[config.mk]
export PLATFORM = sky130hd
export DESIGN_NAME = alu_arb
export DESIGN_NICKNAME = d
export VERILOG_FILES = /design/src/rtl/alu_arb.sv
export SDC_FILE = /design/constraint.sdc
export NUM_CORES = 1
export LEC_CHECK = 0
export ABC_AREA = 0
export BUFFER_PORTS_ARGS = -buffer_cell sky130_fd_sc_hd__buf_2
export CAP_MARGIN = 5
export CORE_MARGIN = 4
export CORE_UTILIZATION = 48
export DETAILED_ROUTE_END_ITERATION = 10
export GPL_ROUTABILITY_DRIVEN = 0
export PLACE_DENSITY = 0.72
export SLEW_MARGIN = 25
export SYNTH_ARGS = -nofsm -noshare
export SYNTH_HDL_FRONTEND = slang
export SYNTH_SLANG_ARGS = --single-unit
export TNS_END_PERCENT = 10
[constraint.sdc]
create_clock -name ck -period 2.7 [get_ports ck]
set_clock_uncertainty 0.15 [all_clocks]
set_input_delay 0.135 -clock ck [delete_from_list [all_inputs] [get_ports ck]]
set_output_delay 0.135 -clock ck [all_outputs]
set_load 0.02 [all_outputs]
[src/rtl/alu_arb.sv]
// Two-requester round-robin front end sharing one pipelined ALU.
// Results return two cycles after the grant, tagged by a {valid, id} shift register.

module alu (
  input  logic       ck,
  input  logic [7:0] A,
  input  logic [7:0] B,
  input  logic [3:0] CTR,
  output logic [7:0] O
);

  logic [7:0] a_r;
  logic [7:0] b_r;
  logic [3:0] ctr_r;
  logic [7:0] o_r;
  logic [7:0] res_s;

  // Operand capture and result register; neither is reset, the caller gates validity.
  always_ff @(posedge ck) begin
    a_r   <= A;
    b_r   <= B;
    ctr_r <= CTR;
    o_r   <= res_s;
  end

  // Operation decode; unused opcodes yield zero.
  always_comb begin
    res_s = 8'h00;
    case (ctr_r)
      4'b0000: res_s = a_r + b_r;
      4'b0001: res_s = a_r - b_r;
      4'b1000: res_s = a_r & b_r;
      4'b1001: res_s = a_r | b_r;
      4'b1010: res_s = a_r ^ b_r;
      4'b1011: res_s = ~a_r;
      4'b1100: res_s = {1'b0, a_r[7:1]};
      4'b1101: res_s = {a_r[6:0], 1'b0};
      4'b1110: res_s = {a_r[0], a_r[7:1]};
      4'b1111: res_s = {a_r[6:0], a_r[7]};
      default: res_s = 8'h00;
    endcase
  end

  assign O = o_r;

endmodule

module alu_arb #(
  parameter int CNT_W = 8
) (
  input  logic             ck,
  input  logic             rst,
  input  logic             req0,
  input  logic [7:0]       a0,
  input  logic [7:0]       b0,
  input  logic [3:0]       ctr0,
  input  logic             req1,
  input  logic [7:0]       a1,
  input  logic [7:0]       b1,
  input  logic [3:0]       ctr1,
  output logic             gnt0,
  output logic             gnt1,
  output logic [7:0]       res,
  output logic             rvalid0,
  output logic             rvalid1,
  output logic [CNT_W-1:0] done0,
  output logic [CNT_W-1:0] done1
);

  localparam logic [CNT_W-1:0] CNT_MAX = {CNT_W{1'b1}};
  localparam logic [CNT_W-1:0] CNT_ONE = {{(CNT_W-1){1'b0}}, 1'b1};

  logic             ptr_r;
  logic             gnt0_s;
  logic             gnt1_s;
  logic [7:0]       alu_a_s;
  logic [7:0]       alu_b_s;
  logic [3:0]       alu_ctr_s;
  logic             s1_valid_r;
  logic             s1_id_r;
  logic             s2_valid_r;
  logic             s2_id_r;
  logic [CNT_W-1:0] done0_r;
  logic [CNT_W-1:0] done1_r;
  logic [7:0]       alu_o_s;

  // Round-robin grant; ptr only breaks ties when both request.
  always_comb begin
    gnt0_s = 1'b0;
    gnt1_s = 1'b0;
    if (rst) begin
      gnt0_s = 1'b0;
      gnt1_s = 1'b0;
    end else if (req0 && req1) begin
      gnt0_s = ~ptr_r;
      gnt1_s = ptr_r;
    end else if (req0) begin
      gnt0_s = 1'b1;
    end else if (req1) begin
      gnt1_s = 1'b1;
    end else begin
      gnt0_s = 1'b0;
      gnt1_s = 1'b0;
    end
  end

  // Operand mux; idle cycles feed zeros so the ALU input is deterministic.
  always_comb begin
    alu_a_s   = 8'h00;
    alu_b_s   = 8'h00;
    alu_ctr_s = 4'b0000;
    if (gnt0_s) begin
      alu_a_s   = a0;
      alu_b_s   = b0;
      alu_ctr_s = ctr0;
    end else if (gnt1_s) begin
      alu_a_s   = a1;
      alu_b_s   = b1;
      alu_ctr_s = ctr1;
    end else begin
      alu_a_s   = 8'h00;
      alu_b_s   = 8'h00;
      alu_ctr_s = 4'b0000;
    end
  end

  alu u_alu (
    .ck  (ck),
    .A   (alu_a_s),
    .B   (alu_b_s),
    .CTR (alu_ctr_s),
    .O   (alu_o_s)
  );

  // Pointer moves to the other requester after every grant, holds otherwise.
  always_ff @(posedge ck) begin
    if (rst) begin
      ptr_r <= 1'b0;
    end else if (gnt0_s) begin
      ptr_r <= 1'b1;
    end else if (gnt1_s) begin
      ptr_r <= 1'b0;
    end else begin
      ptr_r <= ptr_r;
    end
  end

  // Valid/id pipeline tracking the two ALU register stages.
  always_ff @(posedge ck) begin
    if (rst) begin
      s1_valid_r <= 1'b0;
      s1_id_r    <= 1'b0;
      s2_valid_r <= 1'b0;
      s2_id_r    <= 1'b0;
    end else begin
      s1_valid_r <= gnt0_s | gnt1_s;
      s1_id_r    <= gnt1_s;
      s2_valid_r <= s1_valid_r;
      s2_id_r    <= s1_id_r;
    end
  end

  // Saturating completion counters.
  always_ff @(posedge ck) begin
    if (rst) begin
      done0_r <= '0;
      done1_r <= '0;
    end else begin
      if (rvalid0 && (done0_r != CNT_MAX)) begin
        done0_r <= done0_r + CNT_ONE;
      end
      if (rvalid1 && (done1_r != CNT_MAX)) begin
        done1_r <= done1_r + CNT_ONE;
      end
    end
  end

  assign gnt0    = gnt0_s;
  assign gnt1    = gnt1_s;
  assign res     = alu_o_s;
  assign rvalid0 = s2_valid_r & ~s2_id_r & ~rst;
  assign rvalid1 = s2_valid_r &  s2_id_r & ~rst;
  assign done0   = done0_r;
  assign done1   = done1_r;

endmodule

# == Word level (Yosys, flattened, before mapping) ==
# Cells that the tools add are included.
# totals
regBits,49
output_inout_bits,28
wordCells,59
# op_classes
n_addsub,4
n_eq_ne,11
n_mux,16
bitwise,12
reduce_logical,5
# op_table
op,count
8-bit case mux with 10 select lines,1
4-bit equality test (second input constant),8
8-bit 2-to-1 mux,4
8-bit by 1-bit adder with 8-bit output (second input constant),2
8-bit inequality test (second input constant),2
1-bit 2-to-1 mux,9
8-bit adder,1
8-bit AND,1
4-bit 2-to-1 mux,2
8-bit NOT,1
8-bit bitwise OR,1
8-bit subtractor,1
8-bit XOR,1
1-bit AND,4
4-bit by 1-bit equality test with 1-bit output (second input constant),1
4-bit zero test,1
1-bit logical AND,3
1-bit NOT,3
2-bit nonzero test,1
1-bit bitwise OR,1

# == Longest topological paths before layout ==
# Gate-level depths: netlist of the first run.
# depth
depth_word,6
mapped_depth,10

# == Modules after synthesis ==
# A second synthesis of the first run with hierarchy kept.
# hier_totals
hier_cells,331
hier_area_um2,2896.5
# modules_own_cells
mod,instances,cells_each,area_each_um2
alu,1,196,1744.2
alu_arb,1,135,1152.4

# == Worst setup path before layout of the first run ==
# No wires, ideal clock.
# synth_path
path_type,reg2reg
from,register u_alu.ctr_r[3]
to,"register u_alu.o_r[6], in the netlist u_alu.O[6]"
setup_ns,0.124
arrival_ns,2.236
required_ns,2.426
slack_ns,0.190
stages_incl_launch_ff,10
path_buffers,1
synth_period_minus_slack_ns,2.510
cell_sequence,dfxtp_1 -> buf_4 -> nor4b_4 -> mux2i_1 -> fa_1 -> a211oi_1 -> o21bai_1 -> a21oi_1 -> xor2_1 -> o21ai_0
# synth_between
elab_chain_cells,2
elab_cells_between_ends,11
classes_between,9 x eq/ne; 1 x mux; 1 x reduce/logical
# synth_lines
item,line,text
"start, declared",14,logic [3:0] ctr_r;
"start signal, assigned",22,ctr_r <= CTR;
4-bit equality test (tied with other cells),29,case (ctr_r)
8-bit case mux with 10 select lines (*),29,
net u_alu.res_s[6],16,logic [7:0] res_s;
"end signal, assigned",23,o_r <= res_s;
"end, declared",15,logic [7:0] o_r;
# Mark *: on every way through the listed nets, which the timed path passes. The rest lies on a longest branch.
# A chain may end at the register's enable or synchronous reset.

# == Worst setup path in the final report of the first run ==
# layout_path
from,register u_alu.ctr_r[2]
to,"register u_alu.o_r[6], in the netlist u_alu.O[6]"
# Same word-level chain as after synthesis.

==> results of run 1 <==
[worst max-delay path, stage by stage (launching register included)]
cell,delay (ns)
dfxtp_2,0.35
nor4b_4,0.41
mux2i_1,0.21
fa_1,0.54
a211oi_2,0.30
o21bai_1,0.10
a21oi_1,0.17
xor2_1,0.16
o21ai_0,0.11
[Yosys cell counts, types with 2 or more instances]
library cell	instances
a211oi_1	5
a21o_1	2
a21oi_1	11
a22o_1	22
a22oi_1	5
a31oi_1	5
and3_1	3
and3b_1	4
buf_2	2
clkbuf_1	11
dfxtp_1	49
ha_1	26
inv_1	23
mux2i_1	6
nand2_1	16
nand2b_1	4
nand3_1	10
nand4_1	6
nor2_1	25
nor2b_1	4
nor3_1	2
o211ai_1	2
o21ai_0	11
o221ai_1	3
o31ai_1	2
or2_2	2
xnor2_1	11
xor2_1	13
[path summary, 6_finish.rpt]
path	startpoint	end
worst max-delay path	u_alu.ctr_r[2]	u_alu.O[6]
worst min-delay path	rst	done1[0]
worst max register to register	u_alu.ctr_r[2]	u_alu.O[6]
worst min register to register	s1_id_r	s2_id_r
[final cells by class]
class / count / area share, %
tap: 72 / 2.31
sequential: 49 / 25.2
multi-input combinational: 223 / 45.4
clock inverter: 2 / 1.06
clock buffer: 6 / 2.12
timing repair buffer: 122 / 21.6
inverter: 23 / 2.22
[repair_timing]
item,in CTS,in global routing
hold endpoints to repair,22,0
buffers inserted,0,2
hold buffers,42,0
setup endpoints to repair,0,5
resized for setup,0,12
[cell families after synthesis]
logic type	synth area share (%)
adder cells (fa/ha/maj)	12.1
AND/OR/NAND/NOR	15.5
buffers and inverters	5.61
AO/OA/AOI/OAI	21.2
flip-flops	34.4
XOR/XNOR	7.93
multiplexers	3.29
[power groups by stage]
stage | sequential, W | clock (W) | combinational (W)
after floorplan | 0.000886 | 0 | 0.000326
after global placement | 0.000846 | 0 | 0.000511
after detailed placement | 0.000845 | 0 | 0.000521
after CTS | 0.000829 | 0.000570 | 0.000579
after global routing | 0.000838 | 0.000611 | 0.000687
final | 0.000831 | 0.000568 | 0.000628
[layer usage]
layer	up-vias	GRT usage, %
met5	-	0
met1	1322	27.0
met2	90	38.8
met3	14	4.56
met4	0	8.20
li1	1347	-
[flip-flops by register name, indices dropped and copies added, names as in the netlist]
register and cells:
done0 8, s2_valid_r 1, u_alu.ctr_r 4, done1 8, s2_id_r 1, s1_id_r 1, u_alu.O 8, s1_valid_r 1
u_alu.b_r 8, ptr_r 1, u_alu.a_r 8
[stage by stage]
step	cells	utilization (%)
3_3_place_gp	445	58.2
6_report	497	69.1
5_1_grt	497	69.1
4_1_cts	495	67.9
3_5_place_dp	445	58.2
2_1_floorplan	311	-
==> flow_summary.ini, run 1 <==
[timing]
slew_headroom_pct = 43.7
finalCriticalPeriod_ns = 2.63
layout_setup_ws_ns = 0.0682
setup_tns_ns = 0
drv_slew = 0
worst_pin_slew_ns = 0.845
fin_crit_sh_pct = 97.5
fin_hold_ws_ns = 0.0793
timing.fmax_mhz = 380
hold_viol_final = 0
setup_viol = 0

[drt]
met2_wirelength_um = 4040
vias = 2773
drt_iter0_drc = 191
highest_layer = met4
detail-route-antenna-nets = 0
wl_met3_um = 467
wl_um = 7910
drc_errors = 0
wl_per_cell_um = 15.9
via_per_inst = 5.58
wl_met1_um = 3250
dr.pass1.iters = 4

[power_and_ir_drop]
seqPwrFrac_pct = 41.0
net-switching-power_w = 0.000633
swShare_pct = 31.2
p_int_w = 0.00139
peakVddDrop_v = 0.000366
p_comb_share_pct = 31.0
powerDensity_mw_per_mm2 = 520
fin_total_pwr_w = 0.00203
pwr-share-clk_pct = 28.0
power_leakage_nw = 1.78

[cells_and_area]
multi_input_area_mm2 = 0.00177
layout_commonest_cell = buf_2
mostFrequentLayoutCells = 71 x buf_2, 47 x dfxtp_1, 42 x dlygate4sd3_1
fillers = 428
nNetsFinal = 495
areaGrowthSynthToFinish_pct = 36.5
drive_gt1_share_pct = 25.6
ff_latch_area_um2 = 983
diodes = 0
stdcell_area_mm2 = 0.00390

[clock_network]
cts_max_path_buffers = 2
clk_pin_slew_worst_paths_ns = 0.10
clock_sinks = 49
clkLatencyLatePin_ns = 0.31
cts-root-buf = clkbuf_8
cts_buffers = 5
htree_levels = 2
cts_tree = done

[synthesis]
yosysSeqAreaShare_pct = 34.4
synth-main-ff-cell = dfxtp_1
synth.area.top_cells = dfxtp_1 34%, ha_1 11%, a22o_1 6.7%
synth-edff-count = 0
ys_warn_count = 0
syn-mean-instance-area_um2 = 9.18
synth_top_area_share_pct = 34.4
synth.largest_area_cell = dfxtp_1
mappedNetlistArea_mm2 = 0.00286
synth_fp_nets = 382
synthArstFlopShare_pct = 0
ys_ff_latch = 49
synthesis.instances = 311
synth.distinct_cells = 54

[placed_design]
dp_worst_setup_slack_ns = 0.170
place_area_mm2 = 0.00328
hpwlAfterDp_um = 5160
numPortBuffers = 71

[global_route]
grt_pass1_wl_um = 13100
grt_max_degree = 26
grt_overflow = 0
track_usage_pct = 22.3
antenna_found_initial = 0
first_global_vias = 2838

[job]
cap_violations = 0

[floorplan]
core-area_mm2 = 0.00564
initial_core_util_pct = 50.6
die_y_um = 85.1
io-pin-count = 72
row_count = 27
die_w_um = 85.1
die_area_mm2 = 0.00725

[worst_setup_path]
startpoint_type = register
path_max_fanout = 3
worst_r2r_path_depth = 8
arrival_ns = 2.66
r2r_setup_slack_ns = 0.07
path_class = reg2reg
end_kind = register
cp.required_ns = 2.73

[status]
status = finished clean

[min_path]
hold_class = in2reg
hold_path_depth = 2
Note: power is estimated with default switching activity, not from simulation.
==> inputs of run 2 (changes only) <==
--- a/config.mk
+++ b/config.mk
@@ -9,10 +9,11 @@
 export BUFFER_PORTS_ARGS = -buffer_cell sky130_fd_sc_hd__buf_2
 export CAP_MARGIN = 5
 export CORE_MARGIN = 4
-export CORE_UTILIZATION = 48
+export CORE_UTILIZATION = 50
+export CTS_BUF_LIST = sky130_fd_sc_hd__clkbuf_4 sky130_fd_sc_hd__clkbuf_8
 export DETAILED_ROUTE_END_ITERATION = 10
 export GPL_ROUTABILITY_DRIVEN = 0
-export PLACE_DENSITY = 0.72
+export PLACE_DENSITY = 0.75
 export SLEW_MARGIN = 25
 export SYNTH_ARGS = -nofsm -noshare
 export SYNTH_HDL_FRONTEND = slang
==> run 2 against run 1 <==
  * Sequential power about the same
  * Maximum frequency increased by 3.4%
  * Critical endpoint is now u_alu.O[7]
  * Die area decreased by 3.6%
  * Utilization increased by 0.35 points
  * First-iteration DRC count decreased by 27%
  * Clock power decreased by 10%
  * Non-clock buffer count decreased by 2
  * Combinational power decreased by 6.7%
  * Power decreased by 5.0%
==> flow_summary.ini, run 2 (synthesis results as in run 1) <==
[placed_design]
hpwlAfterDp_um = 5030
place_area_mm2 = 0.00328
dp_worst_setup_slack_ns = 0.230
numPortBuffers = 71
dp_cells = 444

[power_and_ir_drop]
powerDensity_mw_per_mm2 = 503
peakVddDrop_v = 0.000260
power_leakage_nw = 1.76

[cells_and_area]
fillers = 427
nNetsFinal = 493
final_cells = 494
diodes = 0
layout_commonest_cell = buf_2
stdcell_area_mm2 = 0.00382
areaGrowthSynthToFinish_pct = 33.9
mostFrequentLayoutCells = 71 x buf_2, 49 x dfxtp_1, 43 x dlygate4sd3_1
drive_gt1_share_pct = 23.0

[timing]
drv_slew = 0
layout_setup_ws_ns = 0.155
timing.fmax_mhz = 393
slew_headroom_pct = 48.7
finalCriticalPeriod_ns = 2.54
setup_viol = 0
hold_viol_final = 0
fin_hold_ws_ns = 0.0967
fin_crit_sh_pct = 94.3
worst_pin_slew_ns = 0.770

[floorplan]
die_w_um = 83.6
initial_core_util_pct = 51.9
die_area_mm2 = 0.00698
row_count = 27
io-pin-count = 72
die_y_um = 83.6
core-area_mm2 = 0.00551

[worst_setup_path]
path_max_fanout = 6
path_class = reg2reg
cp.required_ns = 2.75
arrival_ns = 2.60
crit_chain = nor4b_4 -> buf_4 -> a31oi_1 -> xnor2_1 -> ha_1 -> nand4_1 -> a21oi_1 -> and3b_1 -> xnor2_1 -> a22o_1
critical-path-max-stage-delay_ns = 0.39
timing.critical_path.buf_inv = 1
cpMostUsedCell = xnor2_1
critPathTopFamily = simple AND/OR/NAND/NOR gates
end_kind = register
startpoint_type = register
crit_slowest_cell = ha_1

[global_route]
grt_overflow = 0
first_global_vias = 2667
antenna_found_initial = 0
grt_max_degree = 26
grt_pass1_wl_um = 12600
track_usage_pct = 21.5

[clock_network]
clock_sinks = 49
cts_tree = done
clkLatencyLatePin_ns = 0.30
htree_levels = 2
cts_max_path_buffers = 2
clk_pin_slew_worst_paths_ns = 0.09
cts_buffers = 5
cts-root-buf = clkbuf_8

[min_path]
hold_class = in2reg

[drt]
drt_iter0_drc = 140
via_per_inst = 5.52
drc_errors = 0
wl_um = 7440
wl_per_cell_um = 15.1
vias = 2725
detail-route-antenna-nets = 0
dr.pass1.iters = 4

[job]
cap_violations = 0

[status]
status = finished clean
-- run 2: cell types whose count changed in the layout (fill, tap and decap cells not counted), sizes merged --
cell,delta
dlygate4sd3,+1
buf,-3
inv,-1
clkinv,+1
clkbuf,-1
-- run 2: path summary, 6_finish.rpt --
path                  start          to  slack, ns  depth (start not counted)
min                     rst    done1[7]        0.1                          2
max reg2reg  u_alu.ctr_r[1]  u_alu.O[7]       0.16                         10
min reg2reg         s1_id_r     s2_id_r       0.32                          1
max          u_alu.ctr_r[1]  u_alu.O[7]       0.16                         10
-- run 2: layout make-up --
type | count | area [um^2] | area share, %
clock buffers | 5 | 68.8 | 1.80
flip-flops and latches | 49 | 981 | 25.7
repair buffers | 120 | 831 | 21.7
well taps | 72 | 90.1 | 2.36
multi-input cells | 223 | 1730 | 45.3
clock inverters | 2 | 35.0 | 0.917
inverters | 23 | 86.3 | 2.26
-- run 2: where the power goes --
part,switching (W),internal [W]
Clock,0.000241,0.000270
Sequential,0.0000408,0.000787
Combinational,0.000305,0.000281
-- run 2: routing by layer --
metal  up-vias  global-route usage, %  part of all wire, %
li1       1338                      -                    -
met1      1282                   26.9                   42
met2        95                   38.2                   51
met3        10                   4.05                  6.1
met4         0                   4.97                  1.1
met5         -                      0                    0
-- run 2: metrics by stage --
stage / power [W] / utilization, % / setup TNS, ns
final: 0.00192 / 69.4 / 0
after floorplan: 0.00121 / - / 0
after global routing: 0.00203 / 69.4 / -0.109
after CTS: 0.00192 / 69.2 / 0
after detailed placement: 0.00136 / 59.5 / 0
after global placement: 0.00135 / 59.5 / 0
-- run 2: timing repair --
action                     in CTS  in global routing
resized for setup               0                  3
buffers inserted                0                  0
setup endpoints to repair       0                  1
hold endpoints to repair       22                  0
hold buffers                   43                  0
==> inputs of run 3 (changes only) <==
--- a/config.mk
+++ b/config.mk
@@ -9,11 +9,12 @@
 export BUFFER_PORTS_ARGS = -buffer_cell sky130_fd_sc_hd__buf_2
 export CAP_MARGIN = 5
 export CORE_MARGIN = 4
-export CORE_UTILIZATION = 50
+export CORE_UTILIZATION = 40
 export CTS_BUF_LIST = sky130_fd_sc_hd__clkbuf_4 sky130_fd_sc_hd__clkbuf_8
 export DETAILED_ROUTE_END_ITERATION = 10
 export GPL_ROUTABILITY_DRIVEN = 0
-export PLACE_DENSITY = 0.75
+export PLACE_DENSITY = 0.61
+export SKIP_CTS_REPAIR_TIMING = 1
 export SLEW_MARGIN = 25
 export SYNTH_ARGS = -nofsm -noshare
 export SYNTH_HDL_FRONTEND = slang
==> run 3 against run 2 <==
  * The run now ends with negative hold slack left
  * Largest cell class unchanged
  * Maximum frequency is 1.2% lower
  * Clock power is 5.9% lower
  * Register-to-register slack worse by 0.03 ns
  * Sequential power hardly changed
  * Hold slack worse by 0.11 ns
==> flow_summary.ini, run 3 (synthesis results as in run 1) <==
[status]
status = complete, but fails checks
violations = negative hold slack

[clock_network]
cts_buffers = 5
cts_tree = done
clkLatencyLatePin_ns = 0.31
cts_max_path_buffers = 2
cts-root-buf = clkbuf_8
htree_levels = 2
clk_pin_slew_worst_paths_ns = 0.11
clock_sinks = 49

[cells_and_area]
multi_input_area_mm2 = 0.00172
post-route-util_pct = 55.7
drive_gt1_share_pct = 23.0
final_cells = 518
areaGrowthSynthToFinish_pct = 34.0
fillers = 628
layout_commonest_cell = buf_2
ff_latch_area_um2 = 981
nNetsFinal = 492
diodes = 0
mostFrequentLayoutCells = 71 x buf_2, 49 x dfxtp_1, 41 x dlygate4sd3_1

[power_and_ir_drop]
power_leakage_nw = 1.75
p_comb_share_pct = 30.5
net-switching-power_w = 0.000625
p_int_w = 0.00126
fin_total_pwr_w = 0.00188
swShare_pct = 33.2
pwr-share-clk_pct = 25.5
peakVddDrop_v = 0.000265
powerDensity_mw_per_mm2 = 492
seqPwrFrac_pct = 44.0

[worst_setup_path]
crit_slowest_cell = dfxtp_1
startpoint_type = register
end_kind = register
path_class = reg2reg
critPathTopFamily = compound AO/OA/AOI/OAI gates
timing.critical_path.buf_inv = 1
critical-path-max-stage-delay_ns = 0.35
cp.required_ns = 2.73
rr_startpoint = u_alu.ctr_r[1]
path_max_fanout = 6
arrival_ns = 2.60
crit_chain = nor4b_4 -> buf_4 -> a31oi_1 -> xnor2_1 -> ha_1 -> o21ai_0 -> o21bai_1 -> a21oi_1 -> xor2_1 -> o21ai_0
r2r_setup_slack_ns = 0.12
reg2reg_to = u_alu.O[6]
cpMostUsedCell = o21ai_0
worst_r2r_path_depth = 10

[drt]
via_per_inst = 5.19
wl_um = 7280
vias = 2688
wl_per_cell_um = 14.0
dr.pass1.iters = 5
drc_errors = 0
detail-route-antenna-nets = 0
drt_iter0_drc = 201

[timing]
slew_headroom_pct = 45.8
finalCriticalPeriod_ns = 2.58
hold_viol_final = 1
fin_hold_ws_ns = -0.0121
fin_crit_sh_pct = 95.4
layout_setup_ws_ns = 0.125
timing.fmax_mhz = 388
worst_pin_slew_ns = 0.813
drv_slew = 0
setup_viol = 0

[global_route]
grt_overflow = 0
top_usage_layer = met2
grt_pass1_wl_um = 11400
track_usage_pct = 16.4
grt_util_met2_pct = 26.3
met1_usage_pct = 21.9
grt_max_degree = 26
grt_use_met3_pct = 3.66
first_global_vias = 2457
antenna_found_initial = 0

[placed_design]
numPortBuffers = 71
dp_worst_setup_slack_ns = 0.182
dp_cells = 469
hpwlAfterDp_um = 5120

[min_path]
min_to = ptr_r
hold_class = in2reg
hp-start = req0
hold_path_depth = 3

[floorplan]
io-pin-count = 72
initial_core_util_pct = 41.6
row_count = 30
die_area_mm2 = 0.00855
core-area_mm2 = 0.00687
die_w_um = 92.5
die_y_um = 92.5

[job]
cap_violations = 0
==> run 3: worst register-to-register path, delay by kind of cell (launching register included) <==
kind            cells  cell delay (ns)
compound gates      5             0.72
xor+xnor            2             0.37
fa+ha+maj           1             0.32
buf+inv             1             0.20
flops               1             0.35
simple gates        1             0.33
==> run 3: final cells by class <==
cell class / instances / area share, %
multi-input cells: 223 / 44.9
flip-flops and latches: 49 / 25.6
repair buffers: 119 / 21.4
well taps: 96 / 3.14
inverters: 23 / 2.26
clock buffers: 5 / 1.80
clock inverters: 3 / 0.883
==> run 3: power groups by stage <==
stage               logic [W]  registers (W)  clock network [W]
floorplan            0.000326       0.000886                  0
global placement     0.000514       0.000847                  0
detailed placement   0.000520       0.000845                  0
CTS                  0.000522       0.000829           0.000491
global route         0.000639       0.000837           0.000530
finish               0.000575       0.000828           0.000480
==> run 3: stage by stage <==
step	instance area [um^2]	TNS [ns]
after floorplan	2860	0
after global placement	3310	0
after global routing	3830	-0.000724
after CTS	3420	0
final	3830	0
after detailed placement	3310	0
==> run 3: layer usage <==
layer,vias up,share of wire (%)
met2,86,48
met4,0,1.5
met1,1253,45
met3,10,4.8
li1,1339,-
met5,-,0
==> run 3: worst max path at each step <==
stage / from / to / cells after the start
after floorplan: u_alu.ctr_r[3] / u_alu.O[6] / 9
after global placement: u_alu.ctr_r[1] / u_alu.O[6] / 10
after detailed placement: u_alu.b_r[0] / u_alu.O[6] / 9
after CTS: u_alu.b_r[0] / u_alu.O[6] / 9
after global routing: u_alu.ctr_r[1] / u_alu.O[6] / 10
final: u_alu.ctr_r[1] / u_alu.O[6] / 10
